--- src/rtl/piggy_pkg.sv ---
// Shared types and constants for the piggy-bank report scheduler:
// FSM states, frame geometry, frame byte constants and the snapshot record.
package piggy_pkg;

  typedef enum logic [2:0] {
    IDLE = 3'd0,
    SNAP = 3'd1,
    SEND = 3'd2,
    WAIT = 3'd3,
    GAP  = 3'd4
  } state_t;

  localparam int         FRAME_LEN = 25;
  localparam logic [4:0] LAST_IDX  = 5'(FRAME_LEN - 1);

  localparam logic [7:0] LBL_TEN  = 8'h54;
  localparam logic [7:0] LBL_FIVE = 8'h46;
  localparam logic [7:0] LBL_TWO  = 8'h57;
  localparam logic [7:0] LBL_ONE  = 8'h4F;
  localparam logic [7:0] CH_COLON = 8'h3A;
  localparam logic [7:0] CH_SPACE = 8'h20;
  localparam logic [7:0] CH_CR    = 8'h0D;
  localparam logic [7:0] CH_LF    = 8'h0A;

  typedef struct packed {
    logic [23:0] ten;
    logic [23:0] five;
    logic [23:0] two;
    logic [23:0] one;
  } snap_t;

  localparam snap_t SNAP_RESET = {12{8'h20}};

  // pos 0 is the hundreds digit
  function automatic logic [7:0] digit(input logic [23:0] value, input logic [1:0] pos);
    logic [7:0] d;
    case (pos)
      2'd0:    d = value[23:16];
      2'd1:    d = value[15:8];
      2'd2:    d = value[7:0];
      default: d = CH_SPACE;
    endcase
    return d;
  endfunction

endpackage

--- src/rtl/piggy_report_scheduler_if.sv ---
// Byte-level handshake between the report scheduler (master) and the UART
// byte transmitter (slave).
interface piggy_report_scheduler_if;
  logic       tx_dv;
  logic [7:0] tx_byte;
  logic       tx_active;
  logic       tx_done;

  modport master (output tx_dv, output tx_byte, input tx_active, input tx_done);
  modport slave  (input tx_dv, input tx_byte, output tx_active, output tx_done);
endinterface

--- src/rtl/piggy_frame_rom.sv ---
// Combinational frame byte selector: maps a frame index and the latched
// snapshot to the byte of "T:ddd F:ddd W:ddd O:ddd\r\n".
module piggy_frame_rom
  import piggy_pkg::*;
(
  input  logic [4:0] idx,
  input  snap_t      snap,
  output logic [7:0] data
);

  // frame layout lookup
  always_comb begin
    data = CH_SPACE;
    case (idx)
      5'd0:                 data = LBL_TEN;
      5'd6:                 data = LBL_FIVE;
      5'd12:                data = LBL_TWO;
      5'd18:                data = LBL_ONE;
      5'd1, 5'd7,
      5'd13, 5'd19:         data = CH_COLON;
      5'd5, 5'd11, 5'd17:   data = CH_SPACE;
      5'd2:                 data = digit(snap.ten, 2'd0);
      5'd3:                 data = digit(snap.ten, 2'd1);
      5'd4:                 data = digit(snap.ten, 2'd2);
      5'd8:                 data = digit(snap.five, 2'd0);
      5'd9:                 data = digit(snap.five, 2'd1);
      5'd10:                data = digit(snap.five, 2'd2);
      5'd14:                data = digit(snap.two, 2'd0);
      5'd15:                data = digit(snap.two, 2'd1);
      5'd16:                data = digit(snap.two, 2'd2);
      5'd20:                data = digit(snap.one, 2'd0);
      5'd21:                data = digit(snap.one, 2'd1);
      5'd22:                data = digit(snap.one, 2'd2);
      5'd23:                data = CH_CR;
      5'd24:                data = CH_LF;
      default:              data = 8'h00;
    endcase
  end

endmodule

--- src/rtl/piggy_report_scheduler.sv ---
// Report scheduler: coalesces change/report requests into one pending flag and
// streams a 25-byte snapshot frame to the UART byte transmitter, one byte per tx_done.
module piggy_report_scheduler
  import piggy_pkg::*;
#(
  parameter int GAP_CYCLES     = 16,
  parameter int TIMEOUT_CYCLES = 200000
) (
  input  logic                     clk,
  input  logic                     rst,
  input  logic [3:0]               change_i,
  input  logic                     report_req,
  input  logic [23:0]              ascii_ten,
  input  logic [23:0]              ascii_five,
  input  logic [23:0]              ascii_two,
  input  logic [23:0]              ascii_one,
  piggy_report_scheduler_if.master tx,
  output logic                     busy,
  output logic                     pending,
  output logic                     frame_done,
  output logic                     tx_err,
  output logic [7:0]               frame_count
);

  localparam int TW = (TIMEOUT_CYCLES > 0) ? $clog2(TIMEOUT_CYCLES + 1) : 1;
  localparam int GW = (GAP_CYCLES > 0) ? $clog2(GAP_CYCLES + 1) : 1;
  localparam logic [TW-1:0] TIMEOUT_LOAD = TW'(TIMEOUT_CYCLES);
  localparam logic [GW-1:0] GAP_LOAD     = (GAP_CYCLES > 0) ? GW'(GAP_CYCLES - 1) : '0;

  state_t        state;
  logic [4:0]    idx;
  logic [TW-1:0] timer;
  logic [GW-1:0] gap_cnt;
  snap_t         snap;
  logic [4:0]    rom_idx;
  logic [7:0]    rom_byte;
  logic          req;

  assign req = (|change_i) | report_req;

  // The byte for the upcoming SEND is registered on the transition into SEND,
  // so the ROM looks one index ahead while waiting.
  assign rom_idx = (state == WAIT) ? (idx + 5'd1) : 5'd0;

  piggy_frame_rom u_rom (
    .idx  (rom_idx),
    .snap (snap),
    .data (rom_byte)
  );

  // Sequencer FSM with registered outputs
  always_ff @(posedge clk or posedge rst) begin
    if (rst) begin
      state       <= IDLE;
      idx         <= 5'd0;
      timer       <= '0;
      gap_cnt     <= '0;
      snap        <= SNAP_RESET;
      tx.tx_dv    <= 1'b0;
      tx.tx_byte  <= 8'h00;
      busy        <= 1'b0;
      pending     <= 1'b0;
      frame_done  <= 1'b0;
      tx_err      <= 1'b0;
      frame_count <= 8'd0;
    end else begin
      tx.tx_dv   <= 1'b0;
      frame_done <= 1'b0;
      tx_err     <= 1'b0;
      if (req) begin
        pending <= 1'b1;
      end
      case (state)
        IDLE: begin
          if (pending && !tx.tx_active) begin
            state <= SNAP;
            busy  <= 1'b1;
          end
        end
        SNAP: begin
          snap       <= '{ten: ascii_ten, five: ascii_five, two: ascii_two, one: ascii_one};
          idx        <= 5'd0;
          state      <= SEND;
          tx.tx_dv   <= 1'b1;
          tx.tx_byte <= rom_byte;
          // a request landing in this very cycle keeps the flag set
          if (!req) begin
            pending <= 1'b0;
          end
        end
        SEND: begin
          timer <= TIMEOUT_LOAD;
          state <= WAIT;
        end
        WAIT: begin
          if (tx.tx_done) begin
            if (idx == LAST_IDX) begin
              frame_done  <= 1'b1;
              frame_count <= frame_count + 8'd1;
              if (GAP_CYCLES == 0) begin
                state <= IDLE;
                busy  <= 1'b0;
              end else begin
                state   <= GAP;
                gap_cnt <= GAP_LOAD;
              end
            end else begin
              idx        <= idx + 5'd1;
              state      <= SEND;
              tx.tx_dv   <= 1'b1;
              tx.tx_byte <= rom_byte;
            end
          end else if (timer <= TW'(1)) begin
            // abort after TIMEOUT_CYCLES waiting cycles and re-arm a full retry
            tx_err  <= 1'b1;
            pending <= 1'b1;
            if (GAP_CYCLES == 0) begin
              state <= IDLE;
              busy  <= 1'b0;
            end else begin
              state   <= GAP;
              gap_cnt <= GAP_LOAD;
            end
          end else begin
            timer <= timer - TW'(1);
          end
        end
        GAP: begin
          if (gap_cnt == '0) begin
            state <= IDLE;
            busy  <= 1'b0;
          end else begin
            gap_cnt <= gap_cnt - GW'(1);
          end
        end
        default: begin
          state <= IDLE;
          busy  <= 1'b0;
        end
      endcase
    end
  end

endmodule

--- src/flat_wrapper.sv ---
// flat-port wrapper written by rule: the top's interface ports become plain ports
module piggy_report_scheduler_flat import piggy_pkg::*;
#(
  parameter int GAP_CYCLES     = 16,
  parameter int TIMEOUT_CYCLES = 200000
)
  (clk, rst, change_i, report_req, ascii_ten, ascii_five, ascii_two, ascii_one, busy, pending, frame_done, tx_err, frame_count, tx_tx_dv, tx_tx_byte, tx_tx_active, tx_tx_done);
  piggy_report_scheduler_if tx_i ();
  input  logic clk;
  input  logic rst;
  input  logic [3:0] change_i;
  input  logic report_req;
  input  logic [23:0] ascii_ten;
  input  logic [23:0] ascii_five;
  input  logic [23:0] ascii_two;
  input  logic [23:0] ascii_one;
  output logic busy;
  output logic pending;
  output logic frame_done;
  output logic tx_err;
  output logic [7:0] frame_count;
  output wire logic [$bits(tx_i.tx_dv)-1:0] tx_tx_dv;
  output wire logic [$bits(tx_i.tx_byte)-1:0] tx_tx_byte;
  input wire logic [$bits(tx_i.tx_active)-1:0] tx_tx_active;
  input wire logic [$bits(tx_i.tx_done)-1:0] tx_tx_done;
  assign tx_tx_dv = tx_i.tx_dv;
  assign tx_tx_byte = tx_i.tx_byte;
  assign tx_i.tx_active = tx_tx_active;
  assign tx_i.tx_done = tx_tx_done;
  piggy_report_scheduler #(.GAP_CYCLES(GAP_CYCLES), .TIMEOUT_CYCLES(TIMEOUT_CYCLES)) u_core (.clk(clk), .rst(rst), .change_i(change_i), .report_req(report_req), .ascii_ten(ascii_ten), .ascii_five(ascii_five), .ascii_two(ascii_two), .ascii_one(ascii_one), .tx(tx_i), .busy(busy), .pending(pending), .frame_done(frame_done), .tx_err(tx_err), .frame_count(frame_count));
endmodule
--- config.mk ---
export PLATFORM = sky130hd
export DESIGN_NAME = piggy_report_scheduler_flat
export DESIGN_NICKNAME = d
export VERILOG_FILES = /design/src/rtl/piggy_pkg.sv /design/src/rtl/piggy_report_scheduler_if.sv /design/src/rtl/piggy_frame_rom.sv /design/src/rtl/piggy_report_scheduler.sv /design/src/flat_wrapper.sv
export SDC_FILE = /design/constraint.sdc
export NUM_CORES = 1
export LEC_CHECK = 0
export CORE_ASPECT_RATIO = 1.2
export CORE_MARGIN = 2
export CORE_UTILIZATION = 40
export DETAILED_ROUTE_END_ITERATION = 7
export RECOVER_POWER = 100
export SYNTH_ARGS = -nofsm -noshare
export SYNTH_HDL_FRONTEND = slang
export SYNTH_SLANG_ARGS = --single-unit
--- constraint.sdc ---
create_clock -name clk -period 11.9 [get_ports clk]
set_input_delay 1.785 -clock clk [delete_from_list [all_inputs] [get_ports clk]]
set_output_delay 1.785 -clock clk [all_outputs]
set_load 0.005 [all_outputs]
# Word level (Yosys, flattened, before mapping)
# Cells that the tools add are included.
# W data, S select, Z words.
# word_totals
regBits,148
out_inout_bits,21
memories,0
latch_bits,0
ram_bits,0
elab_cells,117
inputBits,105
rom_bits,0
# op_classes
n_addsub,4
n_bitwise,2
muxes,39
mul,0
n_eq_ne,38
n_lt_le_gt_ge,1
n_reduce_logical,18
div_mod_pow,0
n_shift,0
# ops
cell,count
$pmux W8 S20,1
$eq A5 B5 Y1 const B,10
$eq A5 B4 Y1 const B,8
$mux W18,2
$pmux W18 S2,1
$mux W5,7
$eq A5 B3 Y1 const B,4
$pmux W5 S2,2
$le A18 B1 Y1 const B,1
$sub A18 B1 Y18 const B,1
$mux W8,2
$pmux W8 S2,1
$mux W3,5
$pmux W3 S5,1
$reduce_and A3 Y1,5
$mux W1,14
$eq A5 B2 Y1 const B,2
$logic_not A5 Y1,2
$ne A2 B2 Y1 const B,5
$add A8 B1 Y8 const B,1
$reduce_or A4 Y1,2
$eq A3 B2 Y1 const B,2
$ne A3 B3 Y1 const B,2
$reduce_bool A2 Y1,3
other kinds (15),18

# Depth between registers and ports, before layout
# depth
depth_word,8
ltp_mapped,10
mapped_depth_nobuf,8

# Cells and area by module
# Synthesis repeated with hierarchy kept, for this count alone.
# unflattened
hier_cells,615
hier_area_um2,7290.7
# by_module_without_submodules
mod,cells_each,n_inst,seq_area_each_um2,area_per_inst_um2
piggy_report_scheduler,458,1,3718.6,6182.2
piggy_frame_rom,157,1,0.0,1108.6

# Least setup slack after synthesis
# Ideal clock, no wire load.
# synth_path
kind,in2reg
from,input tx_tx_done
to,register u_core.timer[16]
required_time_ns,11.772
path_slack_ns,8.472
t_arrival_ns,3.300
path_buffers,0
cell_stages,5
setup_ns,0.128
cell_sequence,or3b_2 -> a311oi_1 -> and3_2 -> xnor2_1 -> nand2_1
# synth_via
elab_chain_len,2
# synth_rtl
element,line,rtl
"start, declared",flat_wrapper.sv:25,input wire logic [$bits(tx_i.tx_done)-1:0] tx_tx_done;
$ne A2 B2 Y1 (no source line),-,
$reduce_and A3 Y1 (no source line),-,
"end signal, assigned",piggy_report_scheduler.sv:125,timer <= timer - TW'(1);
"end, declared",piggy_report_scheduler.sv:32,logic [TW-1:0] timer;
# No other way between the ends.
# A chain may end at the register's enable or synchronous reset.

# Worst setup path after layout
# layout_path
from,register u_core.state[2]
to,"register, netlist name u_core.snap[52]"
# layout_via
elab_chain_len,1
# layout_rtl
element,line,rtl
"start, declared",piggy_report_scheduler.sv:30,state_t state;
"start signal, assigned",piggy_report_scheduler.sv:54,state <= IDLE;
"start signal, assigned",piggy_report_scheduler.sv:76,state <= SNAP;
"start signal, assigned",piggy_report_scheduler.sv:83,state <= SEND;
$eq A3 B1 Y1,piggy_report_scheduler.sv:73,case (state)
# No other way between the ends.

==> impl_metrics.json <==
{
  "ys_types": 69,
  "arrival_ns": 5.54,
  "antenna_found_initial": 0,
  "cpMaxStageDelayCell": "clkbuf_1",
  "reg2reg_slack_ns": 6.69,
  "synth_fp_nets": 755,
  "final_cell_mix": "136 x dfrtp_1, 103 x mux2_2, 100 x clkdlybuf4s50_1",
  "rows": 54,
  "violations": "capacitance limit, slew limit",
  "whs_ns": 0.463,
  "muxShareOfSynthArea_pct": 16.3,
  "preCtsSetupSlack_ns": 7.63,
  "worst-setup-path-type": "reg2reg",
  "avgSynthCellArea_sq_um": 11.5,
  "place_congestion": 0.875,
  "path_depth": 4,
  "start_kind": "register",
  "grt_pass1_vias": 5830,
  "yosys.area_share.adder_pct": 1.19,
  "fmax_mhz": 192,
  "via_count": 5668,
  "hold_buffers": 0,
  "die_area_sq_mm": 0.0195,
  "pin_count": 126,
  "overflow": 0,
  "cts_resized": 0,
  "path_clk_slew_ns": 0.06,
  "synth-compound-area-share_pct": 11.5,
  "first_pass_iters": 5,
  "worstPathCellList": "nand2b_1, nor2_4, clkbuf_1, mux2_2",
  "routedWlPerCell_microns": 19.7,
  "drive_gt1_share_pct": 21.5,
  "layout_min_cycle_time_ns": 5.21,
  "fin_ws_ns": 6.69,
  "cts_setup_buffers": 0,
  "clk_latency_ns": 0.42,
  "synthArstFlopShare_pct": 100,
  "nets": 865,
  "path_buf_inv": 1,
  "cts_tree": "yes",
  "p_leak_nw": 3.79,
  "synth_top_family_by_area": "multiplexers",
  "cts_buffers": 17,
  "ys_seq_area_share_pct": 50.5,
  "min_path_type": "reg2reg",
  "setup_tns_ns": 0,
  "place_inst": 958,
  "antenna_cells": 0,
  "rsz0062_at_grt": "false",
  "cp_max_fo": 97,
  "cts_root_buf": "clkbuf_16",
  "tightest_slew_ns": 5.06,
  "stdcell_count": 990,
  "port_buffers": 125,
  "synth_xor_area_share_pct": 3.92,
  "ant_nets": 0,
  "maxCapViolations": 3,
  "status": "finished with violations",
  "die_h_microns": 153,
  "cts_max_path_buffers": 2,
  "via_per_inst": 5.73,
  "place_hpwl_microns": 14000,
  "drc": 0,
  "drt_iter0_markers": 451,
  "critPathCaptureType": "register",
  "grt_usage_pct": 20.3,
  "p_per_area_mw_per_mm2": 206,
  "finalHoldViolCount": 0,
  "fill_cells": 1618,
  "grt_pass1_wl_microns": 30700,
  "layout_commonest_cell": "dfrtp_1",
  "grt_start_max_net_pins": 98,
  "die_w_microns": 128,
  "drt_wl_total_microns": 19500,
  "clkSinkCount": 148,
  "power_mw": 1.92,
  "crit_family": "buffers and inverters",
  "r2r.worst_path.cells": 4,
  "holdPathStages": 1,
  "ys.flop_type": "dfrtp_1",
  "finClkSkew_ns": 0.00900,
  "syn_to_final_growth_pct": 26.6,
  "synth_warnings": 0,
  "htree_levels": 4,
  "maxSlewViolCount": 181,
  "mappedNetlistArea_sq_mm": 0.00737,
  "setup-violations-final": 0,
  "synthSimpleGateAreaFrac_pct": 13.7,
  "coreArea_sq_mm": 0.0181,
  "synth_seq_cells": 148,
  "critical-path-max-stage-delay_ns": 3.48,
  "initial_utilization_pct": 40.7,
  "postSynthCellCount": 643,
  "peakVddDrop_mv": 0.122,
  "relSlewSlack_pct": -237,
  "worstPathRequired_ns": 12.24,
  "post-route-period-util_pct": 43.8,
  "synth_edf_count": 0
}
final timing paths:
path	from	to
worst max-delay path	u_core.state[2]	u_core.snap[52]
worst min-delay path	u_core.frame_count[7]	u_core.frame_count[7]
worst max register to register	u_core.state[2]	u_core.snap[52]
worst min register to register	u_core.frame_count[7]	u_core.frame_count[7]
max in group asynchronous	rst	u_core.gap_cnt[4]
min in group asynchronous	rst	u_core.snap[48]
registers in the layout, indices dropped and copies added (netlist names):
register	count
u_core.pending	1
u_core.frame_done	1
u_core.snap	96
u_core.idx	5
u_core.busy	1
u_core.timer	18
u_core.gap_cnt	5
u_core.frame_count	8
u_core.tx_err	1
u_core.tx.tx_dv	1
u_core.state	3
u_core.tx.tx_byte	8
cells by family after synthesis:
| family | after synthesis |
|---|---|
| and+or+nand+nor | 184 |
| adders and majority gates | 7 |
| muxes | 107 |
| xor gates and xnor gates | 30 |
| buffers and inverters | 53 |
| AOI/OAI and AO/OA | 114 |
| DFF | 148 |
area by class of cell:
cell class,instances,area [sq um],share of cell area [%]
Clock inverter,12,119,1.27
Sequential cell,148,3720,39.9
Inverter,14,53.8,0.577
Tap cell,224,280,3.01
Clock buffer,20,447,4.79
Multi-Input combinational cell,442,3420,36.7
Timing Repair Buffer,130,1280,13.8
per-layer routing:
| metal | track usage (%) | vias up | wire length [microns] |
|---|---|---|---|
| li1 | - | 2614 | - |
| met1 | 24.4 | 2819 | 7890 |
| met2 | 35.2 | 193 | 10100 |
| met3 | 4.28 | 42 | 976 |
| met4 | 7.90 | 0 | 517 |
| met5 | 0 | - | 0 |
report_power, final:
| part | total, mW | switching [mW] | internal, mW |
|---|---|---|---|
| clock network | 0.513 | 0.216 | 0.297 |
| registers | 0.802 | 0.126 | 0.676 |
| logic | 0.603 | 0.317 | 0.286 |
worst register-to-register path, cell delays in order, from the launching register on:
cell	delay, ns
dfrtp_1	0.46
nand2b_1	0.25
nor2_4	0.10
clkbuf_1	3.48
mux2_2	0.83
Yosys cell counts, drive strengths merged (3+ instances only):
master,count,area share (%)
a2111oi,3,0.36
a21oi,8,0.54
a22o,9,1.1
a22oi,19,1.9
a311oi,5,0.59
a31oi,10,0.85
a32oi,9,1.1
and3,6,0.53
buf,13,0.90
clkbuf,26,1.3
dfrtp,136,46
dfstp,12,4.3
ha,7,1.2
inv,14,0.71
mux2,103,16
mux2i,4,0.54
nand2,34,1.8
nand2b,5,0.42
nand3,29,2.0
nand3b,6,0.61
nand4,11,0.93
nand4b,7,0.83
nor2,43,2.3
nor3,15,1.0
nor4,6,0.97
o211ai,5,0.51
o21ai,19,1.3
o22a,3,0.36
or3,4,0.34
or4,5,0.51
xnor2,17,2.1
xor2,13,1.8
per-stage QoR:
stage / cell area (sq um) / util, %
2_1_floorplan: 7370 / -
3_3_place_gp: 8780 / 48.5
3_5_place_dp: 8780 / 48.5
4_1_cts: 9350 / 51.6
5_1_grt: 9330 / 51.5
6_report: 9330 / 51.5
(Power assumes the default switching activity.)
